$ cat config.mk
export PLATFORM = sky130hd
export DESIGN_NAME = step_sequencer_flat
export DESIGN_NICKNAME = d
export VERILOG_FILES = /design/src/rtl/snake_pkg.sv /design/src/rtl/step_sequencer_if.sv /design/src/rtl/step_timer.sv /design/src/rtl/step_sequencer.sv /design/src/flat_wrapper.sv
export SDC_FILE = /design/constraint.sdc
export NUM_CORES = 1
export LEC_CHECK = 0
export CORE_MARGIN = 8
export CORE_UTILIZATION = 51
export CTS_BUF_LIST = sky130_fd_sc_hd__clkbuf_4 sky130_fd_sc_hd__clkbuf_8 sky130_fd_sc_hd__clkbuf_16
export DETAILED_ROUTE_END_ITERATION = 12
export HOLD_SLACK_MARGIN = 0.02
export PLACE_DENSITY = 0.78
export SETUP_SLACK_MARGIN = 0.15
export SLEW_MARGIN = 20
export SYNTH_ARGS = -nofsm -noshare
export SYNTH_HDL_FRONTEND = slang
export SYNTH_SLANG_ARGS = --single-unit
$ cat constraint.sdc
create_clock -name clk -period 2.75 [get_ports clk]
set_input_delay 0.55 -clock clk [delete_from_list [all_inputs] [get_ports clk]]
set_output_delay 0.55 -clock clk [all_outputs]
set_load 0.05 [all_outputs]
$ cat src/rtl/snake_pkg.sv
// rtl/snake_pkg.sv - shared direction/state types and step-period helper for the step sequencer
package snake_pkg;

    typedef enum logic [1:0] {
        DIR_UP    = 2'b00,
        DIR_DOWN  = 2'b01,
        DIR_LEFT  = 2'b10,
        DIR_RIGHT = 2'b11
    } dir_t;

    typedef enum logic [2:0] {
        S_IDLE,
        S_RUN,
        S_STEP,
        S_WAIT,
        S_PAUSE,
        S_OVER
    } seq_state_t;

    // frames per step: shrinks by one per level but never below frames_min
    function automatic int unsigned step_period(input int unsigned level,
                                                input int unsigned frames_init,
                                                input int unsigned frames_min);
        if (level + frames_min >= frames_init) return frames_min;
        else                                   return frames_init - level;
    endfunction

endpackage

$ cat src/rtl/step_sequencer_if.sv
// rtl/step_sequencer_if.sv - step request/done handshake between sequencer and snake datapath
interface step_sequencer_if;
    import snake_pkg::*;

    logic step;
    dir_t step_dir;
    logic clear;
    logic step_done;
    logic collision;
    logic apple;

    modport master (output step, step_dir, clear, input step_done, collision, apple);
    modport slave  (input step, step_dir, clear, output step_done, collision, apple);
endinterface

$ cat src/rtl/step_timer.sv
// rtl/step_timer.sv - frame counter with level-dependent period compare, emits a fire pulse
module step_timer
    import snake_pkg::*;
#(
    parameter int FRAMES_INIT = 8,
    parameter int FRAMES_MIN  = 2,
    parameter int LEVEL_W     = 3,
    parameter int CNT_W       = 8
) (
    input  logic               clk,
    input  logic               rst_n,
    input  logic [LEVEL_W-1:0] i_level,
    input  logic               i_frame,
    input  logic               i_enable,
    input  logic               i_clear,
    output logic               o_fire
);
    logic [CNT_W-1:0] r_frame_cnt;
    logic [31:0]      w_period;
    logic [31:0]      w_next_cnt;
    logic             w_count;

    // compare against the post-increment count; >= covers a level change that shrank the period mid-count
    assign w_period   = step_period(32'(i_level), FRAMES_INIT, FRAMES_MIN);
    assign w_count    = i_enable & i_frame;
    assign w_next_cnt = 32'(r_frame_cnt) + 32'd1;
    assign o_fire     = w_count & (w_next_cnt >= w_period);

    // frame counter: cleared by the sequencer, advanced by counted frames, wrapped on fire
    always_ff @(posedge clk or negedge rst_n) begin
        if (!rst_n)        r_frame_cnt <= '0;
        else if (i_clear)  r_frame_cnt <= '0;
        else if (o_fire)   r_frame_cnt <= '0;
        else if (w_count)  r_frame_cnt <= r_frame_cnt + CNT_W'(1);
    end
endmodule

$ cat src/rtl/step_sequencer.sv
// rtl/step_sequencer.sv - game-step scheduler; optional pause support under SNAKE_PAUSE_EN
module step_sequencer
    import snake_pkg::*;
#(
    parameter int FRAMES_INIT      = 8,
    parameter int FRAMES_MIN       = 2,
    parameter int APPLES_PER_LEVEL = 4,
    parameter int LEVEL_W          = 3
) (
    input  logic               clk,
    input  logic               rst_n,
    input  logic               i_start,
    input  logic [1:0]         i_dir,
    input  logic               i_frame,
    input  logic               i_pause,
    input  logic               i_restart,
    step_sequencer_if.master   dp,
    output logic [LEVEL_W-1:0] o_level,
    output logic               o_running,
    output logic               o_paused,
    output logic               o_game_over
);
    localparam int APPLE_W = (APPLES_PER_LEVEL > 1) ? $clog2(APPLES_PER_LEVEL) : 1;

    seq_state_t         r_state;
    seq_state_t         w_next;
    dir_t               r_dir;
    logic [LEVEL_W-1:0] r_level;
    logic [APPLE_W-1:0] r_apple_cnt;
    logic               w_fire;
    logic               w_timer_en;
    logic               w_timer_clr;
    logic               w_clear;
    logic               w_apple_hit;
    logic               w_pause_req;
    logic               w_pause_go;

`ifdef SNAKE_PAUSE_EN
    logic r_pause_pend;

    assign w_pause_req = i_pause;
    assign w_pause_go  = r_pause_pend | i_pause;

    // remember a pause request that arrives while a step is in flight
    always_ff @(posedge clk or negedge rst_n) begin
        if (!rst_n)                                   r_pause_pend <= 1'b0;
        else if (r_state == S_WAIT && dp.step_done)   r_pause_pend <= 1'b0;
        else if ((r_state == S_STEP || r_state == S_WAIT) && i_pause)
                                                      r_pause_pend <= 1'b1;
    end

    assign o_paused = (r_state == S_PAUSE);
`else
    logic w_unused_pause;

    assign w_unused_pause = i_pause;
    assign w_pause_req    = 1'b0;
    assign w_pause_go     = 1'b0;
    assign o_paused       = 1'b0;
`endif

    // a pause request in RUN wins over a same-cycle frame, so that frame is dropped
    assign w_timer_en  = (r_state == S_RUN) & ~w_pause_req;
    assign w_timer_clr = (r_state == S_IDLE) | w_clear;

    step_timer #(
        .FRAMES_INIT (FRAMES_INIT),
        .FRAMES_MIN  (FRAMES_MIN),
        .LEVEL_W     (LEVEL_W)
    ) u_timer (
        .clk      (clk),
        .rst_n    (rst_n),
        .i_level  (r_level),
        .i_frame  (i_frame),
        .i_enable (w_timer_en),
        .i_clear  (w_timer_clr),
        .o_fire   (w_fire)
    );

    // state register
    always_ff @(posedge clk or negedge rst_n) begin
        if (!rst_n) r_state <= S_IDLE;
        else        r_state <= w_next;
    end

    // next-state logic, restart clear pulse and apple qualification
    always_comb begin
        w_next      = r_state;
        w_clear     = 1'b0;
        w_apple_hit = 1'b0;
        case (r_state)
            S_IDLE:  if (i_start) w_next = S_RUN;
            S_RUN: begin
                if (w_pause_req) w_next = S_PAUSE;
                else if (w_fire) w_next = S_STEP;
            end
            S_STEP:  w_next = S_WAIT;
            S_WAIT: begin
                if (dp.step_done) begin
                    if (dp.collision) begin
                        w_next = S_OVER;
                    end else begin
                        w_apple_hit = dp.apple;
                        w_next      = w_pause_go ? S_PAUSE : S_RUN;
                    end
                end
            end
            S_PAUSE: if (w_pause_req) w_next = S_RUN;
            S_OVER: begin
                if (i_restart) begin
                    w_clear = 1'b1;
                    w_next  = S_IDLE;
                end
            end
            default: w_next = S_IDLE;
        endcase
    end

    // latch the player direction during the step request cycle
    always_ff @(posedge clk or negedge rst_n) begin
        if (!rst_n)                 r_dir <= DIR_UP;
        else if (r_state == S_STEP) r_dir <= dir_t'(i_dir);
    end

    // apple tally and speed level; level saturates at its top value
    always_ff @(posedge clk or negedge rst_n) begin
        if (!rst_n) begin
            r_level     <= '0;
            r_apple_cnt <= '0;
        end else if (w_clear) begin
            r_level     <= '0;
            r_apple_cnt <= '0;
        end else if (w_apple_hit) begin
            if (r_apple_cnt == APPLE_W'(APPLES_PER_LEVEL - 1)) begin
                r_apple_cnt <= '0;
                if (r_level != {LEVEL_W{1'b1}}) r_level <= r_level + LEVEL_W'(1);
            end else begin
                r_apple_cnt <= r_apple_cnt + APPLE_W'(1);
            end
        end
    end

    assign dp.step      = (r_state == S_STEP);
    assign dp.step_dir  = r_dir;
    assign dp.clear     = w_clear;
    assign o_level      = r_level;
    assign o_running    = (r_state == S_RUN) | (r_state == S_STEP) | (r_state == S_WAIT);
    assign o_game_over  = (r_state == S_OVER);
endmodule

$ cat src/flat_wrapper.sv
// flat-port wrapper written by rule: the top's interface ports become plain ports
module step_sequencer_flat import snake_pkg::*;
#(
    parameter int FRAMES_INIT      = 8,
    parameter int FRAMES_MIN       = 2,
    parameter int APPLES_PER_LEVEL = 4,
    parameter int LEVEL_W          = 3
)
  (clk, rst_n, i_start, i_dir, i_frame, i_pause, i_restart, o_level, o_running, o_paused, o_game_over, dp_step, dp_step_dir, dp_clear, dp_step_done, dp_collision, dp_apple);
  step_sequencer_if dp_i ();
  input  logic clk;
  input  logic rst_n;
  input  logic i_start;
  input  logic [1:0] i_dir;
  input  logic i_frame;
  input  logic i_pause;
  input  logic i_restart;
  output logic [LEVEL_W-1:0] o_level;
  output logic o_running;
  output logic o_paused;
  output logic o_game_over;
  output wire logic [$bits(dp_i.step)-1:0] dp_step;
  output wire logic [$bits(dp_i.step_dir)-1:0] dp_step_dir;
  output wire logic [$bits(dp_i.clear)-1:0] dp_clear;
  input wire logic [$bits(dp_i.step_done)-1:0] dp_step_done;
  input wire logic [$bits(dp_i.collision)-1:0] dp_collision;
  input wire logic [$bits(dp_i.apple)-1:0] dp_apple;
  assign dp_step = dp_i.step;
  assign dp_step_dir = dp_i.step_dir;
  assign dp_clear = dp_i.clear;
  assign dp_i.step_done = dp_step_done;
  assign dp_i.collision = dp_collision;
  assign dp_i.apple = dp_apple;
  step_sequencer #(.FRAMES_INIT(FRAMES_INIT), .FRAMES_MIN(FRAMES_MIN), .APPLES_PER_LEVEL(APPLES_PER_LEVEL), .LEVEL_W(LEVEL_W)) u_core (.clk(clk), .rst_n(rst_n), .i_start(i_start), .i_dir(i_dir), .i_frame(i_frame), .i_pause(i_pause), .i_restart(i_restart), .dp(dp_i), .o_level(o_level), .o_running(o_running), .o_paused(o_paused), .o_game_over(o_game_over));
endmodule
==> impl_metrics.yaml <==
drt:
  num_vias: 932
  drcViolationCount: 0
  drt_iter0_markers: 37
  viasPerCell: 5.55
  antenna_left: 0
  first_pass_iters: 4
  wire_per_inst_um: 14.2
  drt_wl_total_mm: 2.39
status:
  status: "completed"
placed_design:
  gp_congestion: 0.782
  dpl.hpwl_mm: 1.83
  port_buffers: 18
timing:
  hold_viol: 0
  clock_skew_ns: 0.00568
  worst_pin_slew_ns: 0.820
  rsz0062_at_grt: "no"
  setup_viol: 0
  final.setup.tns_ns: 0
  drv_slew: 0
  final.period_utilization_pct: 91.5
  slew_headroom_pct: 45.2
  period_minus_slack_ns: 2.52
  fmax_ghz: 0.398
  holdWs_ns: 0.518
clock_tree:
  clk_latency_ns: 0.29
  cts.root.buffer_cell: "clkbuf_4"
  clock-sinks: 18
  cts_hold_buf: 0
  cts_buffers: 3
  clk_pin_slew_ns: 0.10
  cts_tree: "built"
  postCtsSetupBuffers: 0
  clock_path_buffers: 2
  cts_resized: 1
  cts_max_level: 1
synthesis:
  post-synth-top-area-cell: "dfrtp_1"
  synth_area_um2: 1130
  syn_nets: 142
  synth-seq-cells: 18
  synth_area_leaders: "dfrtp_1 40%, ha_1 10%, nand2_1 4.3%, nor2_1 4.0%, a21oi_1 3.5%"
  syn_area_per_cell_um2: 9.25
  synth_ff_type: "dfrtp_1"
  synth_edf_count: 0
  synth_commonest_cells: "18 x dfrtp_1, 13 x nand2_1, 12 x nor2_1"
  yosysTopAreaCellShare_pct: 39.9
  yosysSeqAreaShare_pct: 39.9
  netlist_instances: 122
  postSynth.asyncResetShare_pct: 100
  yosysUniqueCellTypes: 37
  synth_most_common_cell: "dfrtp_1"
  ys_warn_count: 0
grt:
  antenna_found_initial: 0
  grt_pass1_vias: 962
  overflow: 0
  grt_usage_pct: 12.6
  grt_pass1_wl_mm: 4.16
  grt_max_degree: 19
power:
  p_per_area_nw_per_um2: 772
  leakagePower_nw: 0.690
  vdd_ir_drop_max_uv: 517
  total_power_w: 0.00106
floorplan:
  die_h_um: 63.0
  start_util_pct: 52.5
  io_pins: 21
  rows: 17
  die_w_um: 63.0
  design.die.area_um2: 3970
  core-area_um2: 2150
setup_path:
  worstPathArrival_ns: 1.97
  worst-path-buf-inv: 2
  cp_cell_sequence: "inv_1 > and3_1 > clkdlybuf4s50_1"
  start_kind: "flop"
  worst_path_max_delay_cell: "clkdlybuf4s50_1"
  reg2reg_slack_ns: 0.48
  crit_type: "flop to output port"
  crit_fanout: 8
  critPathRequiredTime_ns: 2.20
  end_kind: "output port"
  crit_family: "buffers and inverters"
  slowest_delay_ns: 0.80
final_layout:
  nNetsFinal: 161
  antenna_cells: 0
  syn2layout_area_growth_pct: 21.1
  fillCellCount: 178
  drive_gt1_share_pct: 9.29
min_path:
  min_path_type: "flop to flop"
flow_run:
  maxCapViolations: 0
[metal layers]
layer / GRT usage [%] / wire [µm]
met3: 3.41 / 84
met1: 12.8 / 1050
met2: 23.7 / 1240
met4: 4.56 / 16
met5: 0 / 0
[area by class of cell]
| cell class | instances | area (µm²) | area share [%] |
|---|---|---|---|
| multi-input combinational | 94 | 629 | 46.1 |
| clock buffer | 4 | 36.3 | 2.66 |
| inverter | 5 | 18.8 | 1.37 |
| sequential | 18 | 450 | 33.0 |
| tap | 28 | 35.0 | 2.56 |
| timing repair buffer | 19 | 196 | 14.4 |
[state kept, by name (all words and copies together), names as in the netlist]
signal and cells:
u_core.o_level 3, u_core.r_state 3, u_core.dp.step_dir 2, u_core.u_timer.r_frame_cnt 8
u_core.r_apple_cnt 2
[cells by family after synthesis]
kind of cell | count (synthesis) | synth area share (%)
AND/OR/NAND/NOR | 52 | 24.7
flip-flops | 18 | 39.9
multiplexers | 6 | 5.54
other | 1 | 0.332
AO/OA/AOI/OAI | 24 | 13.6
buffers and inverters | 10 | 4.32
XOR/XNOR | 2 | 1.55
adder cells (fa/ha/maj) | 9 | 9.98
[power by group]
group	switching, W	internal (W)
clock network	0.0000844	0.0000806
logic	0.000298	0.000200
registers	0.0000697	0.000322
[worst reg2reg max path: cells and delay by family (launching register included)]
| kind | cells | cell delay, ns |
|---|---|---|
| compound gates | 2 | 0.24 |
| flops | 1 | 0.46 |
| simple gates | 6 | 1.28 |
| fa+ha+maj | 1 | 0.25 |
[cell usage in the layout, fill, tap and decap left out, types with 3 or more instances in the layout]
master / synthesis / routed
ha_1: 9 / 9
mux2i_1: 4 / 4
nand2_1: 13 / 13
nand3_1: 3 / 3
inv_1: 5 / 5
and3_1: 5 / 5
dfrtp_1: 18 / 18
clkbuf_4: 0 / 3
a21oi_1: 8 / 8
nor2_1: 12 / 12
nor3_1: 3 / 3
clkdlybuf4s50_1: 0 / 16
o21ai_0: 4 / 4
nand2b_1: 3 / 3
[worst paths after layout]
path | startpoint | to | cells past startpoint
max | u_core.r_state[1] | o_game_over | 3
min | u_core.dp.step_dir[1] | u_core.dp.step_dir[1] | 1
max reg2reg | u_core.u_timer.r_frame_cnt[0] | u_core.u_timer.r_frame_cnt[2] | 9
min reg2reg | u_core.dp.step_dir[1] | u_core.dp.step_dir[1] | 1
max in group asynchronous | rst_n | u_core.r_state[1] | 1
min in group asynchronous | rst_n | u_core.u_timer.r_frame_cnt[3] | 1
[per-stage QoR]
stage / utilization (%) / setup WS, ns / instance area, µm² / std cells
after floorplan: - / 0.337 / 1130 / 122
after detailed placement: 62.0 / 0.394 / 1330 / 164
after global placement: 62.0 / 0.430 / 1330 / 164
after CTS: 63.6 / 0.230 / 1370 / 168
after global routing: 63.6 / 0.151 / 1370 / 168
final: 63.6 / 0.235 / 1370 / 168
No activity file was read; power rests on OpenSTA's default activity.
